[config.mk]
export PLATFORM = sky130hd
export DESIGN_NAME = e203_biu_icb_arbt_flat
export DESIGN_NICKNAME = d
export VERILOG_FILES = /design/src/rtl/e203_biu_icb_arbt_pkg.sv /design/src/rtl/e203_biu_icb_arbt_if.sv /design/src/rtl/sirv_gnrl_fifo.sv /design/src/rtl/e203_biu_icb_arbt.sv /design/src/flat_wrapper.sv
export SDC_FILE = /design/constraint.sdc
export NUM_CORES = 1
export LEC_CHECK = 0
export ABC_AREA = 1
export BUFFER_PORTS_ARGS = -buffer_cell sky130_fd_sc_hd__buf_2
export CAP_MARGIN = 20
export CORE_AREA = 2 2 109 111
export CTS_CLUSTER_DIAMETER = 40
export DETAILED_ROUTE_END_ITERATION = 8
export DIE_AREA = 0 0 111 113
export GPL_TIMING_DRIVEN = 0
export PLACE_DENSITY_LB_ADDON = 0.15
export SLEW_MARGIN = 20
export SYNTH_ARGS = -nofsm -noshare
export SYNTH_HDL_FRONTEND = slang
export SYNTH_SLANG_ARGS = --single-unit
[constraint.sdc]
create_clock -name clk -period 2.2 [get_ports clk]
set_input_delay 0.44 -clock clk [delete_from_list [all_inputs] [get_ports clk]]
set_output_delay 0.44 -clock clk [all_outputs]
set_load 0.01 [all_outputs]
[src/rtl/e203_biu_icb_arbt_pkg.sv]
// rtl/e203_biu_icb_arbt_pkg.sv - shared e203 defines: source IDs and arbiter defaults
package e203_biu_icb_arbt_pkg;

  typedef enum logic {
    SRC_IFU = 1'b0,
    SRC_LSU = 1'b1
  } src_e;

  localparam int OTF_DP_DEF     = 2;
  localparam int STARVE_MAX_DEF = 4;

endpackage

[src/rtl/e203_biu_icb_arbt_if.sv]
// rtl/e203_biu_icb_arbt_if.sv - ICB command/response bundle with master/slave views
interface e203_biu_icb_arbt_if;

  logic        cmd_valid;
  logic        cmd_ready;
  logic [31:0] cmd_addr;
  logic        cmd_read;
  logic [31:0] cmd_wdata;
  logic [3:0]  cmd_wmask;
  logic        rsp_valid;
  logic        rsp_ready;
  logic        rsp_err;
  logic [31:0] rsp_rdata;

  modport master (
    output cmd_valid, cmd_addr, cmd_read, cmd_wdata, cmd_wmask, rsp_ready,
    input  cmd_ready, rsp_valid, rsp_err, rsp_rdata
  );

  modport slave (
    input  cmd_valid, cmd_addr, cmd_read, cmd_wdata, cmd_wmask, rsp_ready,
    output cmd_ready, rsp_valid, rsp_err, rsp_rdata
  );

  // Fetch-only requester: no write fields, the arbiter forces read semantics
  modport rd_slave (
    input  cmd_valid, cmd_addr, rsp_ready,
    output cmd_ready, rsp_valid, rsp_err, rsp_rdata
  );

endinterface

[src/rtl/sirv_gnrl_fifo.sv]
// rtl/sirv_gnrl_fifo.sv - small synchronous FIFO holding response-routing source IDs
module sirv_gnrl_fifo #(
  parameter int DP = 2,
  parameter int DW = 1
) (
  input  logic          clk,
  input  logic          rst,
  input  logic          i_push,
  input  logic [DW-1:0] i_push_dat,
  input  logic          i_pop,
  output logic [DW-1:0] o_pop_dat,
  output logic          o_full,
  output logic          o_empty
);

  localparam int PW = (DP > 1) ? $clog2(DP) : 1;
  localparam int CW = $clog2(DP + 1);

  logic [DW-1:0] r_mem [DP];
  logic [PW-1:0] r_wptr;
  logic [PW-1:0] r_rptr;
  logic [CW-1:0] r_cnt;
  logic          w_push;
  logic          w_pop;

  function automatic logic [PW-1:0] next_ptr(input logic [PW-1:0] p);
    return (p == PW'(DP - 1)) ? '0 : p + PW'(1);
  endfunction

  assign o_full    = (r_cnt == CW'(DP));
  assign o_empty   = (r_cnt == '0);
  assign w_push    = i_push & ~o_full;
  assign w_pop     = i_pop & ~o_empty;
  assign o_pop_dat = r_mem[r_rptr];

  always_ff @(posedge clk) begin
    if (rst) begin
      r_wptr <= '0;
      r_rptr <= '0;
      r_cnt  <= '0;
    end else begin
      if (w_push) r_wptr <= next_ptr(r_wptr);
      if (w_pop)  r_rptr <= next_ptr(r_rptr);
      if (w_push && !w_pop)      r_cnt <= r_cnt + CW'(1);
      else if (w_pop && !w_push) r_cnt <= r_cnt - CW'(1);
    end
  end

  // Storage needs no reset: entries are only read while counted valid
  always_ff @(posedge clk) begin
    if (w_push) r_mem[r_wptr] <= i_push_dat;
  end

endmodule

[src/rtl/e203_biu_icb_arbt.sv]
// rtl/e203_biu_icb_arbt.sv - IFU/LSU to BIU ICB arbiter with starvation guard and in-order response routing
module e203_biu_icb_arbt
  import e203_biu_icb_arbt_pkg::*;
#(
  parameter int OTF_DP     = OTF_DP_DEF,
  parameter int STARVE_MAX = STARVE_MAX_DEF
) (
  input  logic                    clk,
  input  logic                    rst,
  e203_biu_icb_arbt_if.rd_slave   i_ifu,
  e203_biu_icb_arbt_if.slave      i_lsu,
  e203_biu_icb_arbt_if.master     o_biu
);

  localparam int SW = $clog2(STARVE_MAX + 1);

  logic [SW-1:0] r_starve;
  logic          r_lock;
  logic          r_lock_src;

  logic          w_starved;
  logic          w_sel_lsu;
  logic          w_cmd_hs;
  logic          w_rsp_hs;
  logic          w_fifo_full;
  logic          w_fifo_empty;
  logic          w_head;
  logic          w_head_lsu;

  assign w_starved = (r_starve == SW'(STARVE_MAX));

  // LSU wins by default; a starved IFU takes over; a stalled command keeps its grant
  assign w_sel_lsu = r_lock ? r_lock_src
                            : (i_lsu.cmd_valid & ~(i_ifu.cmd_valid & w_starved));

  assign o_biu.cmd_valid = ~w_fifo_full & (w_sel_lsu ? i_lsu.cmd_valid : i_ifu.cmd_valid);
  assign o_biu.cmd_addr  = w_sel_lsu ? i_lsu.cmd_addr  : i_ifu.cmd_addr;
  assign o_biu.cmd_read  = w_sel_lsu ? i_lsu.cmd_read  : 1'b1;
  assign o_biu.cmd_wdata = w_sel_lsu ? i_lsu.cmd_wdata : 32'h0;
  assign o_biu.cmd_wmask = w_sel_lsu ? i_lsu.cmd_wmask : 4'h0;

  assign i_ifu.cmd_ready = ~w_sel_lsu & o_biu.cmd_ready & ~w_fifo_full;
  assign i_lsu.cmd_ready =  w_sel_lsu & o_biu.cmd_ready & ~w_fifo_full;

  assign w_cmd_hs = o_biu.cmd_valid & o_biu.cmd_ready;

  assign w_head_lsu      = ~w_fifo_empty & (w_head == logic'(SRC_LSU));
  assign i_ifu.rsp_valid = ~w_fifo_empty & ~w_head_lsu & o_biu.rsp_valid;
  assign i_lsu.rsp_valid = w_head_lsu & o_biu.rsp_valid;
  assign i_ifu.rsp_err   = o_biu.rsp_err;
  assign i_lsu.rsp_err   = o_biu.rsp_err;
  assign i_ifu.rsp_rdata = o_biu.rsp_rdata;
  assign i_lsu.rsp_rdata = o_biu.rsp_rdata;
  assign o_biu.rsp_ready = ~w_fifo_empty & (w_head_lsu ? i_lsu.rsp_ready : i_ifu.rsp_ready);

  assign w_rsp_hs = o_biu.rsp_valid & o_biu.rsp_ready;

  always_ff @(posedge clk) begin
    if (rst) begin
      r_starve   <= '0;
      r_lock     <= 1'b0;
      r_lock_src <= 1'b0;
    end else begin
      r_lock     <= o_biu.cmd_valid & ~o_biu.cmd_ready;
      r_lock_src <= w_sel_lsu;
      if (w_cmd_hs) begin
        if (!w_sel_lsu)
          r_starve <= '0;
        else if (i_ifu.cmd_valid && !w_starved)
          r_starve <= r_starve + SW'(1);
      end
    end
  end

  sirv_gnrl_fifo #(
    .DP (OTF_DP),
    .DW (1)
  ) u_rsp_route_fifo (
    .clk        (clk),
    .rst        (rst),
    .i_push     (w_cmd_hs),
    .i_push_dat (w_sel_lsu),
    .i_pop      (w_rsp_hs),
    .o_pop_dat  (w_head),
    .o_full     (w_fifo_full),
    .o_empty    (w_fifo_empty)
  );

endmodule

[src/flat_wrapper.sv]
// flat-port wrapper written by rule: the top's interface ports become plain ports
module e203_biu_icb_arbt_flat import e203_biu_icb_arbt_pkg::*;
#(
  parameter int OTF_DP     = OTF_DP_DEF,
  parameter int STARVE_MAX = STARVE_MAX_DEF
)
  (clk, rst, i_ifu_cmd_valid, i_ifu_cmd_addr, i_ifu_rsp_ready, i_ifu_cmd_ready, i_ifu_rsp_valid, i_ifu_rsp_err, i_ifu_rsp_rdata, i_lsu_cmd_valid, i_lsu_cmd_addr, i_lsu_cmd_read, i_lsu_cmd_wdata, i_lsu_cmd_wmask, i_lsu_rsp_ready, i_lsu_cmd_ready, i_lsu_rsp_valid, i_lsu_rsp_err, i_lsu_rsp_rdata, o_biu_cmd_valid, o_biu_cmd_addr, o_biu_cmd_read, o_biu_cmd_wdata, o_biu_cmd_wmask, o_biu_rsp_ready, o_biu_cmd_ready, o_biu_rsp_valid, o_biu_rsp_err, o_biu_rsp_rdata);
  e203_biu_icb_arbt_if i_ifu_i ();
  e203_biu_icb_arbt_if i_lsu_i ();
  e203_biu_icb_arbt_if o_biu_i ();
  input  logic clk;
  input  logic rst;
  input wire logic [$bits(i_ifu_i.cmd_valid)-1:0] i_ifu_cmd_valid;
  input wire logic [$bits(i_ifu_i.cmd_addr)-1:0] i_ifu_cmd_addr;
  input wire logic [$bits(i_ifu_i.rsp_ready)-1:0] i_ifu_rsp_ready;
  output wire logic [$bits(i_ifu_i.cmd_ready)-1:0] i_ifu_cmd_ready;
  output wire logic [$bits(i_ifu_i.rsp_valid)-1:0] i_ifu_rsp_valid;
  output wire logic [$bits(i_ifu_i.rsp_err)-1:0] i_ifu_rsp_err;
  output wire logic [$bits(i_ifu_i.rsp_rdata)-1:0] i_ifu_rsp_rdata;
  input wire logic [$bits(i_lsu_i.cmd_valid)-1:0] i_lsu_cmd_valid;
  input wire logic [$bits(i_lsu_i.cmd_addr)-1:0] i_lsu_cmd_addr;
  input wire logic [$bits(i_lsu_i.cmd_read)-1:0] i_lsu_cmd_read;
  input wire logic [$bits(i_lsu_i.cmd_wdata)-1:0] i_lsu_cmd_wdata;
  input wire logic [$bits(i_lsu_i.cmd_wmask)-1:0] i_lsu_cmd_wmask;
  input wire logic [$bits(i_lsu_i.rsp_ready)-1:0] i_lsu_rsp_ready;
  output wire logic [$bits(i_lsu_i.cmd_ready)-1:0] i_lsu_cmd_ready;
  output wire logic [$bits(i_lsu_i.rsp_valid)-1:0] i_lsu_rsp_valid;
  output wire logic [$bits(i_lsu_i.rsp_err)-1:0] i_lsu_rsp_err;
  output wire logic [$bits(i_lsu_i.rsp_rdata)-1:0] i_lsu_rsp_rdata;
  output wire logic [$bits(o_biu_i.cmd_valid)-1:0] o_biu_cmd_valid;
  output wire logic [$bits(o_biu_i.cmd_addr)-1:0] o_biu_cmd_addr;
  output wire logic [$bits(o_biu_i.cmd_read)-1:0] o_biu_cmd_read;
  output wire logic [$bits(o_biu_i.cmd_wdata)-1:0] o_biu_cmd_wdata;
  output wire logic [$bits(o_biu_i.cmd_wmask)-1:0] o_biu_cmd_wmask;
  output wire logic [$bits(o_biu_i.rsp_ready)-1:0] o_biu_rsp_ready;
  input wire logic [$bits(o_biu_i.cmd_ready)-1:0] o_biu_cmd_ready;
  input wire logic [$bits(o_biu_i.rsp_valid)-1:0] o_biu_rsp_valid;
  input wire logic [$bits(o_biu_i.rsp_err)-1:0] o_biu_rsp_err;
  input wire logic [$bits(o_biu_i.rsp_rdata)-1:0] o_biu_rsp_rdata;
  assign i_ifu_i.cmd_valid = i_ifu_cmd_valid;
  assign i_ifu_i.cmd_addr = i_ifu_cmd_addr;
  assign i_ifu_i.rsp_ready = i_ifu_rsp_ready;
  assign i_ifu_cmd_ready = i_ifu_i.cmd_ready;
  assign i_ifu_rsp_valid = i_ifu_i.rsp_valid;
  assign i_ifu_rsp_err = i_ifu_i.rsp_err;
  assign i_ifu_rsp_rdata = i_ifu_i.rsp_rdata;
  assign i_lsu_i.cmd_valid = i_lsu_cmd_valid;
  assign i_lsu_i.cmd_addr = i_lsu_cmd_addr;
  assign i_lsu_i.cmd_read = i_lsu_cmd_read;
  assign i_lsu_i.cmd_wdata = i_lsu_cmd_wdata;
  assign i_lsu_i.cmd_wmask = i_lsu_cmd_wmask;
  assign i_lsu_i.rsp_ready = i_lsu_rsp_ready;
  assign i_lsu_cmd_ready = i_lsu_i.cmd_ready;
  assign i_lsu_rsp_valid = i_lsu_i.rsp_valid;
  assign i_lsu_rsp_err = i_lsu_i.rsp_err;
  assign i_lsu_rsp_rdata = i_lsu_i.rsp_rdata;
  assign o_biu_cmd_valid = o_biu_i.cmd_valid;
  assign o_biu_cmd_addr = o_biu_i.cmd_addr;
  assign o_biu_cmd_read = o_biu_i.cmd_read;
  assign o_biu_cmd_wdata = o_biu_i.cmd_wdata;
  assign o_biu_cmd_wmask = o_biu_i.cmd_wmask;
  assign o_biu_rsp_ready = o_biu_i.rsp_ready;
  assign o_biu_i.cmd_ready = o_biu_cmd_ready;
  assign o_biu_i.rsp_valid = o_biu_rsp_valid;
  assign o_biu_i.rsp_err = o_biu_rsp_err;
  assign o_biu_i.rsp_rdata = o_biu_rsp_rdata;
  e203_biu_icb_arbt #(.OTF_DP(OTF_DP), .STARVE_MAX(STARVE_MAX)) u_core (.clk(clk), .rst(rst), .i_ifu(i_ifu_i), .i_lsu(i_lsu_i), .o_biu(o_biu_i));
endmodule
==> results.txt, run 1 <==
----------------------------------------------------
[STA]
  Max-slew violations ... 0
  Final Hold Slack ... about 390 ps
  Setup TNS ... 0 ps
  Worst slew margin relative to its limit ... between 70 and 80%
  Post-route setup slack ... approximately 95 ps
  Fin crit share ... between 90% and 100%
  Unrepaired setup endpoints after global routing ... true
  Maximum clock skew at final layout ... 2.22 ps
  Setup violations, final ... 0
  Number of endpoints with negative hold slack in the final report ... 0
  Actual transition at the worst max-transition pin ... approximately 320 ps
  Fmax achieved ... between 400 and 500 MHz
  Post-route minimum period ... 2100 ps

[Routing]
  Uppermost layer routed ... met4
  Met2 WL post-DR ... between 4000 and 5000 um
  Total Routed Length ... 7920 um
  DRC ... 0
  Antenna viol nets, final ... 0
  Detailed-routing wirelength on met1 ... 2910 um
  Routed length per instance ... 10.6 um
  First-iteration detailed-routing DRC count ... 74
  Via density per instance ... roughly 3.6
  WL met3 ... 655 um
  Number of detailed-routing iterations run before antenna repair ... 4
  Vias after detailed routing ... about 2700

[Power]
  Power density relative to cell area ... between 400 and 500 mW/mm^2
  Clock power share ... between 20% and 30%
  Power, Total ... between 1.5 and 2 mW
  Combinational fraction of design power ... between 60% and 70%
  Sw frac ... 38.9%
  Proportion of power drawn by flip-flops and latches ... 17.3%
  Power Internal ... a little under 1 mW
  IR Drop Worst-Case VDD ... 0.193 mV
  Net switching power figure ... slightly above 0.6 mW
  Standby leakage power ... about 2.4 nW

[Die]
  Die Ht ... 113 um
  Die ar. ... 0.0125 sq mm
  Placeable core area ... approximately 0.011 sq mm
  Top-level I/O count ... between 200 and 300
  Initial core utilization ... 17.1%
  Die span in x ... 111 um
  # rows ... 39

[Critical path]
  Worst path cell trace ... inv_1, ha_2, nand3_1, nand2_1, nand2_2, buf_12, inv_6, buf_8, nand2_1, nand2_1, buf_2
  Worst flop-to-flop path startpoint ... u_core.u_rsp_route_fifo.r_mem[0]$_DFFE_PP_
  Data required time of the critical path ... 1760 ps
  Delay of the slowest cell on the worst path ... 320 ps
  Crit end category ... primary output
  Worst R2R Path Depth ... 9
  CP Launch Type ... flop
  Startpoint-to-endpoint class of the critical path ... reg2out
  Slowest cell on the critical path ... sky130_fd_sc_hd__dfxtp_2
  Reg-to-Reg End ... u_core.u_rsp_route_fifo.r_cnt[1]$_SDFFE_PP0P_
  Most frequent cell on the critical path ... sky130_fd_sc_hd__nand2_1
  Maximum net fanout on the critical path ... 10
  R2R Setup Slk ... 300 ps
  Cell type group with the largest total delay on the critical path ... buffers and inverters
  Crit path buf inv count ... 5
  CP Data Arrival Time ... ~1700 ps

[Clock network]
  H-tree levels ... 1
  Buffer type at the clock tree root ... sky130_fd_sc_hd__clkbuf_16
  TritonCTS clock tree ... yes
  Register clock-pin slew on the reported worst setup and hold paths ... 40 ps
  Post-CTS Hold Fix Bufs ... 0
  Worst-Skew Late Latency ... between 200 and 250 ps
  Clock Sink Count ... 12
  Longest Clk Path Bufs ... 2
  Clock buffers created by TritonCTS ... 3

[Synth]
  Number of library cell types mapped by synthesis ... 24
  Number of instances in the synthesized netlist ... ~340
  Share of synthesized area occupied by flip-flops and latches ... 13.5%
  Post-synthesis register bit count ... 12
  Synth Warn # ... 0
  Netlist area before placement ... 0.00193 sq mm
  Post-synthesis net count ... just under 500
  Average cell area after synthesis ... roughly 5.6 sq um

[Global route]
  Number of antenna violations at the first check in global routing ... 0
  Gr ovfl total ... 0
  Largest net degree at the start of global routing ... 12
  Vias in the first global route ... between 2000 and 2500
  First-pass GRT wire length ... about 11000 um
  Overall Global Routing Usage ... 11.0%

[Worst hold path]
  Number of stages on the worst hold path ... 2
  Hold path startpoint ... rst
  Class of the tightest hold or removal check ... in2reg
  Sink of the worst hold path ... u_core.r_lock_src$_SDFF_PP0_

[Cells and area]
  Number of diodes added for antenna fixing ... 0
  Commonest non-fill, non-tap cell in the layout ... sky130_fd_sc_hd__buf_2
  Share of layout cells above drive strength 1 ... a little under three fifths
  Highest-count cells in the layout ignoring fill and taps ... 249 x sky130_fd_sc_hd__buf_2, 111 x sky130_fd_sc_hd__nand2_1, 70 x sky130_fd_sc_hd__buf_4, 57 x sky130_fd_sc_hd__inv_1, 56 x sky130_fd_sc_hd__nor2_1
  Cell Count, Final, Fillers Out ... approximately 750
  Final #Nets ... 748
  Synthesis-to-layout area growth ... 83.8%

[Placed design]
  Final GP Congestion ... roughly 0.8
  Placed Cells incl. Taps ... roughly 740
  Placed wire-length estimate ... between 6000 and 7000 um
  Count of input and output buffers ... about 250
  Placement-stage worst setup slack ... slightly below 200 ps

[Run status]
  Outcome ... finished clean

[Flow run]
  Maximum Capacitance Violations ... 0

----------------------------------------------------
## cell type report
type                            instances  area, sq um
Timing Repair inverter                  1         8.76
Tap cell                              143          179
Inverter                               58          230
Timing Repair Buffer                  253         1310
Clock inverter                          1         3.75
Buffer                                 77          636
Fill cell                            1288         7730
Sequential cell                        12          262
Clock buffer                            3         75.1
Multi-Input combinational cell        197          838
## metrics by stage
stage          area (sq um)  util, %
6_report               3540     31.4
5_1_grt                3540     31.4
4_1_cts                3440     30.6
3_5_place_dp           3350     29.7
3_3_place_gp           3350     29.7
2_1_floorplan          1930        -
## state kept, by name, indices dropped and copies added, names as in the netlist, named ones only
name                            count
u_core.r_starve                     3
u_core.u_rsp_route_fifo.r_cnt       2
u_core.u_rsp_route_fifo.r_mem       2
u_core.r_lock                       1
u_core.r_lock_src                   1
u_core.u_rsp_route_fifo.r_rptr      1
u_core.u_rsp_route_fifo.r_wptr      1
## what timing repair did
action                                  in CTS  in global routing
setup buffers                                1                  1
pin swaps                                    0                  1
resized for setup                            2                 11
endpoints found under the setup margin      45                 39
gates cloned                                 0                  3
endpoints found under the hold margin        0                  0
## kinds of logic (layout without fill, tap and decap cells)
group	after synthesis	count (layout)	share of synthesized area, %
AO/OA/AOI/OAI	12	12	3.50
adder cells (fa/ha/maj)	3	3	1.95
AND/OR/NAND/NOR	181	181	37.2
XOR/XNOR	1	1	0.454
buffers and inverters	135	393	43.4
flip-flops	12	12	13.5
## synth_stat cells, drive strengths merged
cell	number	area share (%)
nand4	1	0.32
o21ai	6	1.6
nor3	3	1.0
edfxtp	2	3.1
o211ai	1	0.65
xnor2	1	0.45
ha	3	1.9
nand3	3	1.0
nand2	114	22
or2	1	0.32
buf	76	31
inv	58	12
nor2	59	12
dfxtp	10	10
a21oi	5	1.3
clkbuf	1	0.39
## power by group through the flow
| stage | clock network, mW | logic [mW] | registers (mW) |
|---|---|---|---|
| after floorplan | 0 | 0.550 | 0.273 |
| final | 0.339 | 0.967 | 0.274 |
| after CTS | 0.349 | 0.935 | 0.274 |
| after global placement | 0 | 0.923 | 0.276 |
| after detailed placement | 0 | 0.926 | 0.277 |
| after global routing | 0.359 | 1.08 | 0.277 |
## per-layer routing
metal  vias up  GRT usage [%]
met1      1108           12.5
met5         -              0
met2       137           21.5
met3         5           1.98
li1       1442              -
met4         0           2.25
## worst max-delay path by stage
stage / startpoint / to / slack, ps / cells past startpoint
after floorplan: u_core.r_starve[0]$_SDFFE_PP0P_ / i_lsu_cmd_ready / 500 / 9
after global placement: u_core.r_starve[0]$_SDFFE_PP0P_ / o_biu_cmd_addr[6] / 200 / 11
after detailed placement: u_core.r_starve[0]$_SDFFE_PP0P_ / o_biu_cmd_addr[6] / 200 / 11
after CTS: u_core.r_starve[0]$_SDFFE_PP0P_ / o_biu_cmd_addr[6] / 20 / 11
after global routing: u_core.r_starve[0]$_SDFFE_PP0P_ / o_biu_cmd_addr[21] / -3 / 11
final: u_core.r_starve[0]$_SDFFE_PP0P_ / o_biu_cmd_addr[5] / 100 / 11
Note: power is estimated with default switching activity, not from simulation.
==> run 2, diff against run 1 <==
--- a/config.mk
+++ b/config.mk
@@ -6,12 +6,12 @@
 export NUM_CORES = 1
 export LEC_CHECK = 0
 export ABC_AREA = 1
-export BUFFER_PORTS_ARGS = -buffer_cell sky130_fd_sc_hd__buf_2
 export CAP_MARGIN = 20
 export CORE_AREA = 2 2 109 111
 export CTS_CLUSTER_DIAMETER = 40
 export DETAILED_ROUTE_END_ITERATION = 8
 export DIE_AREA = 0 0 111 113
+export DONT_BUFFER_PORTS = 1
 export GPL_TIMING_DRIVEN = 0
 export PLACE_DENSITY_LB_ADDON = 0.15
 export SLEW_MARGIN = 20
==> run 2 against run 1 <==
Hold slack worse by 130 ps. Largest cell class is now multi-input gates. Critical path type unchanged. Sequential share of layout area is 4.1 points higher. Routed wire length is 18% lower. Sequential power hardly changed. Cell area is 36% lower. Register-to-register slack better by 20 ps. Total power is 18% lower. Clock skew is 1.0 ps higher. Fmax is 0.17% higher.
==> results.txt, run 2 (synthesis results as in run 1) <==
----------------------------------------------------
[Routing]
  Via density per instance ... 3.83 (was 3.61)
  First-iteration detailed-routing DRC count ... 56 (was 74)
  Vias after detailed routing ... 1885 (was 2692)
  DRC ... 0 (unchanged)
  Total Routed Length ... 6500 um (was 7920 um)
  Antenna viol nets, final ... 0 (unchanged)
  Number of detailed-routing iterations run before antenna repair ... 4 (unchanged)
  Routed length per instance ... 13.2 um (was 10.6 um)

[Die]
  Die Ht ... 113 um (unchanged)
  Initial core utilization ... 17.1% (unchanged)
  Die span in x ... 111 um (unchanged)
  # rows ... 39 (unchanged)
  Placeable core area ... 0.0113 sq mm (unchanged)
  Top-level I/O count ... 283 (unchanged)
  Die ar. ... 0.0125 sq mm (unchanged)

[Power]
  Clock power share ... 26.5% (was 21.5%)
  Standby leakage power ... 1.33 nW (was 2.39 nW)
  Net switching power figure ... 0.553 mW (was 0.614 mW)
  Power Internal ... 0.748 mW (was 0.966 mW)
  Sw frac ... 42.5% (was 38.9%)
  Power density relative to cell area ... 570 mW/mm^2 (was 446 mW/mm^2)
  IR Drop Worst-Case VDD ... 0.332 mV (was 0.193 mV)
  Proportion of power drawn by flip-flops and latches ... 21.1% (was 17.3%)
  Combinational fraction of design power ... 52.5% (was 61.2%)

[Cells and area]
  Top flop regs ... u_core.r_starve (3), u_core.u_rsp_route_fifo.r_cnt (2), u_core.u_rsp_route_fifo.r_mem (2) (unchanged)
  Register containing the most flip-flops in the final layout ... u_core.r_starve (unchanged)
  Highest-count cells in the layout ignoring fill and taps ... 110 x sky130_fd_sc_hd__nand2_1, 68 x sky130_fd_sc_hd__buf_4, 57 x sky130_fd_sc_hd__inv_1, 41 x sky130_fd_sc_hd__nor2_1, 14 x sky130_fd_sc_hd__nor2_2 (was 249 x sky130_fd_sc_hd__buf_2, 111 x sky130_fd_sc_hd__nand2_1, 70 x sky130_fd_sc_hd__buf_4, 57 x sky130_fd_sc_hd__inv_1, 56 x sky130_fd_sc_hd__nor2_1)
  Max reg flops ... 3 (unchanged)
  Cell Count, Final, Fillers Out ... 492 (was 745)
  Number of diodes added for antenna fixing ... 0 (unchanged)
  Share of layout cells above drive strength 1 ... 30.9% (was 57.5%)
  Commonest non-fill, non-tap cell in the layout ... sky130_fd_sc_hd__nand2_1 (was sky130_fd_sc_hd__buf_2)
  Post-route standard cell area excluding fillers ... 0.00228 sq mm (was 0.00354 sq mm)
  Final #Nets ... 495 (was 748)
  Synthesis-to-layout area growth ... 18.4% (was 83.8%)
  Layout Utilization ... 20.2% (was 31.4%)

[Clock network]
  Worst-Skew Late Latency ... 240 ps (about the same)
  Longest Clk Path Bufs ... 2 (unchanged)
  Clock buffers created by TritonCTS ... 3 (unchanged)
  Post-CTS Hold Fix Bufs ... 0 (unchanged)
  H-tree levels ... 1 (unchanged)
  Register clock-pin slew on the reported worst setup and hold paths ... 50 ps (was 40 ps)
  Buffer type at the clock tree root ... sky130_fd_sc_hd__clkbuf_16 (unchanged)
  TritonCTS clock tree ... yes (unchanged)
  Clock Sink Count ... 12 (unchanged)

[Critical path]
  Data required time of the critical path ... 1760 ps (about the same)
  Startpoint-to-endpoint class of the critical path ... reg2out (unchanged)
  Maximum net fanout on the critical path ... 10 (unchanged)
  Crit end category ... primary output (unchanged)
  CP Data Arrival Time ... 1660 ps (about the same)
  CP Launch Type ... flop (unchanged)

[STA]
  Unrepaired setup endpoints after global routing ... false (was true)
  Max-slew violations ... 0 (unchanged)
  Actual transition at the worst max-transition pin ... 351 ps (was 319 ps)
  Fin crit share ... 95.5% (was 95.7%)
  Post-route minimum period ... 2100 ps (about the same)
  Setup TNS ... 0 ps (unchanged)
  Number of endpoints with negative hold slack in the final report ... 0 (unchanged)
  Worst slew margin relative to its limit ... 76.4% (was 78.6%)
  Setup violations, final ... 0 (unchanged)
  Maximum clock skew at final layout ... 3.26 ps (was 2.22 ps)
  Fmax achieved ... 476 MHz (was 475 MHz)

[Placed design]
  Placed wire-length estimate ... 5690 um (was 6770 um)
  Final GP Congestion ... 0.739 (was 0.804)
  Count of input and output buffers ... 0 (was 249)
  Placed Cells incl. Taps ... 487 (was 736)
  Placed inst area ... 0.00211 sq mm (was 0.00335 sq mm)

[Global route]
  Number of antenna violations at the first check in global routing ... 0 (unchanged)
  Largest net degree at the start of global routing ... 12 (unchanged)
  First-pass GRT wire length ... 8780 um (was 11400 um)
  Overall Global Routing Usage ... 8.80% (was 11.0%)
  Vias in the first global route ... 1667 (was 2285)
  Gr ovfl total ... 0 (unchanged)

[Flow run]
  Maximum Capacitance Violations ... 0 (unchanged)

[Worst hold path]
  Class of the tightest hold or removal check ... in2reg (unchanged)

[Run status]
  Outcome ... finished clean (unchanged)

----------------------------------------------------
[run 2: through the flow]
| stage | power (mW) | worst slack [ps] | hold slack [ps] |
|---|---|---|---|
| after detailed placement | 0.938 | 101 | 487 |
| after global placement | 0.938 | 103 | 477 |
| after global routing | 1.39 | 0.144 | 269 |
| after CTS | 1.31 | 4.39 | 259 |
| final | 1.30 | 98.6 | 262 |
| after floorplan | 0.823 | 495 | 459 |
[run 2: layout make-up]
type / count / area, sq um
sequential: 12 / 262
buffer: 77 / 628
fill: 1299 / 8990
clock buffer: 4 / 78.8
tap: 143 / 179
multi-input combinational: 197 / 897
inverter: 58 / 230
timing repair buffer: 1 / 7.51
[run 2: worst paths after layout]
| kind | from | to | slack [ps] | cells after the start |
|---|---|---|---|---|
| max reg2reg | u_core.u_rsp_route_fifo.r_mem[0]$_DFFE_PP_ | u_core.u_rsp_route_fifo.r_cnt[1]$_SDFFE_PP0P_ | 320 | 9 |
| min reg2reg | u_core.u_rsp_route_fifo.r_wptr$_SDFFE_PP0P_ | u_core.u_rsp_route_fifo.r_wptr$_SDFFE_PP0P_ | 490 | 2 |
| max | u_core.r_starve[1]$_SDFFE_PP0P_ | o_biu_cmd_wdata[18] | 100 | 9 |
| min | rst | u_core.r_lock_src$_SDFF_PP0_ | 260 | 1 |
[run 2: repair_timing]
item,4_1_cts,5_1_grt
resized for setup,15,13
cloned,0,0
pin swaps,0,0
endpoints found under the setup margin,41,65
setup buffers,1,0
[run 2: metal layers]
layer	track usage (%)	wire [um]
met4	1.50	31
met1	10.6	2500
met3	1.55	511
met5	0	0
met2	16.5	3460
[run 2: critical path, stage by stage (launching register included)]
cell and delay (ps):
sky130_fd_sc_hd__dfxtp_1 350, sky130_fd_sc_hd__inv_1 60, sky130_fd_sc_hd__ha_1 190, sky130_fd_sc_hd__nand3_1 90
sky130_fd_sc_hd__nand2_1 60, sky130_fd_sc_hd__nand2_2 80, sky130_fd_sc_hd__buf_12 130, sky130_fd_sc_hd__clkinv_8 90
sky130_fd_sc_hd__buf_6 150, sky130_fd_sc_hd__nor2_1 200
[run 2: power by group through the flow]
stage	Sequential [mW]	Combinational, mW	Clock (mW)
floorplan	0.273	0.550	0
global placement	0.277	0.661	0
detailed placement	0.278	0.661	0
CTS	0.274	0.684	0.354
global route	0.280	0.754	0.359
finish	0.274	0.683	0.344
==> run 3, diff against run 2 <==
--- a/config.mk
+++ b/config.mk
@@ -5,12 +5,11 @@
 export SDC_FILE = /design/constraint.sdc
 export NUM_CORES = 1
 export LEC_CHECK = 0
-export ABC_AREA = 1
 export CAP_MARGIN = 20
-export CORE_AREA = 2 2 109 111
+export CORE_AREA = 2 2 111 113
 export CTS_CLUSTER_DIAMETER = 40
 export DETAILED_ROUTE_END_ITERATION = 8
-export DIE_AREA = 0 0 111 113
+export DIE_AREA = 0 0 113 115
 export DONT_BUFFER_PORTS = 1
 export GPL_TIMING_DRIVEN = 0
 export PLACE_DENSITY_LB_ADDON = 0.15
==> run 3 against run 2 <==
The flow now finishes with violations (design-rule violations, negative setup slack). Synthesized cell count is 37% lower. Critical endpoint is now o_biu_cmd_addr[31]. Cell area up 5.3%. Largest power group unchanged. Highest routed layer unchanged. Global-route usage down 1.6 points. Largest cell class unchanged.
==> results.txt, run 3 <==
----------------------------------------------------
[Placed design]
  Placed Cells incl. Taps ... 363 (was 487)
  Placed inst area ... 0.00199 sq mm (was 0.00211 sq mm)
  Placement-stage worst setup slack ... 74.4 ps (was 101 ps)
  Final GP Congestion ... 0.719 (was 0.739)
  Placed wire-length estimate ... 4840 um (was 5690 um)
  Count of input and output buffers ... 0 (unchanged)

[Clock network]
  Worst-Skew Late Latency ... 240 ps (about the same)
  TritonCTS clock tree ... yes (unchanged)
  Longest Clk Path Bufs ... 2 (unchanged)
  Register clock-pin slew on the reported worst setup and hold paths ... 40 ps (was 50 ps)
  Buffer type at the clock tree root ... sky130_fd_sc_hd__clkbuf_16 (unchanged)
  Clock Sink Count ... 12 (unchanged)
  Post-CTS Hold Fix Bufs ... 0 (unchanged)
  H-tree levels ... 1 (unchanged)
  Clock buffers created by TritonCTS ... 3 (unchanged)

[Global route]
  Gr ovfl total ... 0 (unchanged)
  Largest net degree at the start of global routing ... 11 (was 12)
  Vias in the first global route ... 1296 (was 1667)
  Overall Global Routing Usage ... 7.18% (was 8.80%)
  First-pass GRT wire length ... 7200 um (was 8780 um)
  Number of antenna violations at the first check in global routing ... 0 (unchanged)

[Cells and area]
  Max reg flops ... 3 (unchanged)
  Multi-input gate area ... 0.00111 sq mm (was 897 sq um)
  Share of layout cells above drive strength 1 ... 74.8% (was 30.9%)
  Highest-count cells in the layout ignoring fill and taps ... 72 x sky130_fd_sc_hd__buf_4, 36 x sky130_fd_sc_hd__and2_4, 25 x sky130_fd_sc_hd__mux2_2, 9 x sky130_fd_sc_hd__nor2_1 (was 110 x sky130_fd_sc_hd__nand2_1, 68 x sky130_fd_sc_hd__buf_4, 57 x sky130_fd_sc_hd__inv_1, 41 x sky130_fd_sc_hd__nor2_1, 14 x sky130_fd_sc_hd__nor2_2)
  Cell Count, Final, Fillers Out ... 377 (was 492)
  Number of filler instances in the final layout ... 1308 (was 1299)
  Final #Nets ... 376 (was 495)
  Post-route standard cell area excluding fillers ... 0.00240 sq mm (was 0.00228 sq mm)
  Commonest non-fill, non-tap cell in the layout ... sky130_fd_sc_hd__buf_4 (was sky130_fd_sc_hd__nand2_1)
  FF/Latch Area ... 263 sq um (was 262 sq um)
  Register containing the most flip-flops in the final layout ... u_core.r_starve (unchanged)
  Synthesis-to-layout area growth ... 33.3% (was 18.4%)
  Number of diodes added for antenna fixing ... 0 (unchanged)
  Top flop regs ... u_core.r_starve (3), u_core.u_rsp_route_fifo.r_cnt (2), u_core.u_rsp_route_fifo.r_mem (2) (unchanged)

[Synth]
  Most used flip-flop cell after synthesis ... sky130_fd_sc_hd__dfxtp_1 (unchanged)
  Average cell area after synthesis ... 8.35 sq um (was 5.60 sq um)
  Adder-cell share of the synthesized area ... 2.08% (was 1.95%)
  Area contributors post-synth ... sky130_fd_sc_hd__buf_4 28%, sky130_fd_sc_hd__mux2_2 19%, sky130_fd_sc_hd__and2_1 13% (was sky130_fd_sc_hd__buf_4 26%, sky130_fd_sc_hd__nand2_1 22%, sky130_fd_sc_hd__inv_1 11%)
  Synth Warn # ... 0 (unchanged)
  Leading cell type by number of instances after synthesis ... sky130_fd_sc_hd__buf_4 (was sky130_fd_sc_hd__nand2_1)
  Multiplexer share of the synthesized area ... 21.7% (was 0%)
  Commonest cells in the netlist ... 68 x sky130_fd_sc_hd__buf_4, 37 x sky130_fd_sc_hd__and2_1, 31 x sky130_fd_sc_hd__mux2_2 (was 113 x sky130_fd_sc_hd__nand2_1, 67 x sky130_fd_sc_hd__buf_4, 57 x sky130_fd_sc_hd__inv_1)
  Area share of the largest cell type after synthesis ... 28.3% (was 26.1%)
  Number of enable-type register cells in the synthesized netlist ... 2 (unchanged)
  Number of instances in the synthesized netlist ... 216 (was 344)
  Largest family of logic cells by synthesized area ... buffers and inverters (unchanged)
  Netlist area before placement ... 0.00180 sq mm (was 0.00193 sq mm)
  Post-synthesis net count ... 361 (was 489)
  Synth async-reset ratio ... 0% (unchanged)
  Most area-hungry cell type in the Yosys netlist ... sky130_fd_sc_hd__buf_4 (unchanged)
  Number of library cell types mapped by synthesis ... 40 (was 24)
  Xor-xnor portion of the synthesized cell area ... 0.972% (was 0.454%)
  Post-synthesis register bit count ... 12 (unchanged)
  Synth Area in Compound Gates ... 5.83% (was 3.50%)
  Simple-gate share of the synthesized area ... 22.9% (was 37.2%)
  Share of synthesized area occupied by flip-flops and latches ... 14.4% (was 13.5%)

[Flow run]
  Maximum Capacitance Violations ... 0 (unchanged)

[Die]
  Initial core utilization ... 15.3% (was 17.1%)
  Die span in x ... 113 um (was 111 um)
  Top-level I/O count ... 283 (unchanged)
  Die Ht ... 115 um (was 113 um)
  Die ar. ... 0.0130 sq mm (was 0.0125 sq mm)
  Placeable core area ... 0.0118 sq mm (was 0.0113 sq mm)
  # rows ... 40 (was 39)

[STA]
  Fin crit share ... 101% (was 95.5%)
  Fmax achieved ... 451 MHz (was 476 MHz)
  Unrepaired setup endpoints after global routing ... true (was false)
  Worst slew margin relative to its limit ... 63.8% (was 76.4%)
  Setup violations, final ... 9 (was 0)
  Actual transition at the worst max-transition pin ... 543 ps (was 351 ps)
  Maximum clock skew at final layout ... 0.649 ps (was 3.26 ps)
  Number of endpoints with negative hold slack in the final report ... 0 (unchanged)
  Post-route setup slack ... -15.3 ps (was 98.6 ps)
  Final Hold Slack ... 278 ps (was 262 ps)
  Post-route minimum period ... 2220 ps (was 2100 ps)
  Max-slew violations ... 0 (unchanged)

[Power]
  Power density relative to cell area ... 585 mW/mm^2 (was 570 mW/mm^2)
  IR Drop Worst-Case VDD ... 0.208 mV (was 0.332 mV)
  Power, Total ... 1.41 mW (was 1.30 mW)
  Standby leakage power ... 1.09 nW (was 1.33 nW)

[Critical path]
  R2R Setup Slk ... 260 ps (was 320 ps)
  Data required time of the critical path ... 1760 ps (about the same)
  Cell type group with the largest total delay on the critical path ... flip-flops (was buffers and inverters)
  Crit end category ... primary output (unchanged)
  Delay of the slowest cell on the worst path ... 330 ps (was 350 ps)
  Startpoint-to-endpoint class of the critical path ... reg2out (unchanged)
  CP Launch Type ... flop (unchanged)
  CP Data Arrival Time ... 1780 ps (was 1660 ps)
  Maximum net fanout on the critical path ... 7 (was 10)
  Endpoint of the worst setup timing path ... o_biu_cmd_addr[31] (was o_biu_cmd_wdata[18])
  Reg-to-Reg End ... u_core.u_rsp_route_fifo.r_cnt[1]$_SDFFE_PP0P_ (unchanged)
  Worst R2R Path Depth ... 6 (was 9)
  Slowest cell on the critical path ... sky130_fd_sc_hd__dfxtp_2 (was sky130_fd_sc_hd__dfxtp_1)
  Worst path cell trace ... inv_2, ha_4, and3_4, o21a_4, buf_12, buf_12, mux2_4 (was inv_1, ha_1, nand3_1, nand2_1, nand2_2, buf_12, clkinv_8, buf_6, nor2_1)
  Worst flop-to-flop path startpoint ... u_core.u_rsp_route_fifo.r_mem[0]$_DFFE_PP_ (unchanged)
  Critical path startpoint ... u_core.r_starve[0]$_SDFFE_PP0P_ (was u_core.r_starve[1]$_SDFFE_PP0P_)
  Crit path depth ... 7 (was 9)
  Most frequent cell on the critical path ... sky130_fd_sc_hd__buf_12
  Crit path buf inv count ... 3 (was 4)

[Routing]
  Total Routed Length ... 5860 um (was 6500 um)
  Vias after detailed routing ... 1482 (was 1885)
  Routed length per instance ... 15.5 um (was 13.2 um)
  Antenna viol nets, final ... 0 (unchanged)
  DRC ... 8 (was 0)
  Number of detailed-routing iterations run before antenna repair ... 6 (was 4)
  First-iteration detailed-routing DRC count ... 20 (was 56)
  Via density per instance ... 3.93 (was 3.83)

[Worst hold path]
  Class of the tightest hold or removal check ... in2reg (unchanged)
  Hold path startpoint ... o_biu_cmd_ready (was rst)

[Run status]
  Failing checks ... design-rule violations, negative setup slack
  Outcome ... finished, violations left (was finished clean)

----------------------------------------------------
==> run 3: logic make-up after synthesis <==
group                      after synthesis
muxes                                   35
and+or+nand+nor                         68
adders and majority gates                3
buffers and inverters                   79
DFF                                     12
AOI/OAI and AO/OA                       17
xor gates and xnor gates                 2
==> run 3: worst min path at each step <==
stage | end | cells after the start
global placement | u_core.u_rsp_route_fifo.r_wptr$_SDFFE_PP0P_ | 2
floorplan | u_core.u_rsp_route_fifo.r_wptr$_SDFFE_PP0P_ | 2
global route | u_core.r_lock$_SDFF_PP0_ | 1
detailed placement | u_core.u_rsp_route_fifo.r_wptr$_SDFFE_PP0P_ | 2
finish | u_core.r_lock$_SDFF_PP0_ | 1
CTS | u_core.r_lock$_SDFF_PP0_ | 1
==> run 3: stage by stage <==
step	util [%]	TNS (ps)
after floorplan	-	0
after global placement	16.8	0
after detailed placement	16.8	0
after CTS	19.2	-23.0
after global routing	20.3	-2450
final	20.3	-47.6
==> run 3: area by class of cell <==
cell class                      count  area share (%)
Multi-Input combinational cell    125            46.2
Buffer                             75            25.8
Sequential cell                    12            10.9
Tap cell                          147            7.65
Timing Repair Buffer               10            5.57
Clock buffer                        3            3.12
Inverter                            4           0.625
Clock inverter                      1           0.156
==> run 3: per-layer routing <==
metal	part of all wire [%]	track usage [%]
met1	31	7.86
met4	0.14	0.488
met2	60	14.5
met5	0	0
met3	8.9	1.79
==> run 3: where the power goes <==
part | total [mW] | switching (mW) | leakage [nW] | internal (mW)
clock | 0.339 | 0.0990 | 0.0385 | 0.240
combinational | 0.770 | 0.360 | 0.947 | 0.410
sequential | 0.298 | 0.0354 | 0.101 | 0.262
total | 1.41 | 0.495 | 1.09 | 0.911
==> run 3: repair_timing <==
item	4_1_cts	5_1_grt
setup endpoints to repair	68	59
gates cloned	2	2
gates resized for setup	44	31
buffers inserted	5	1
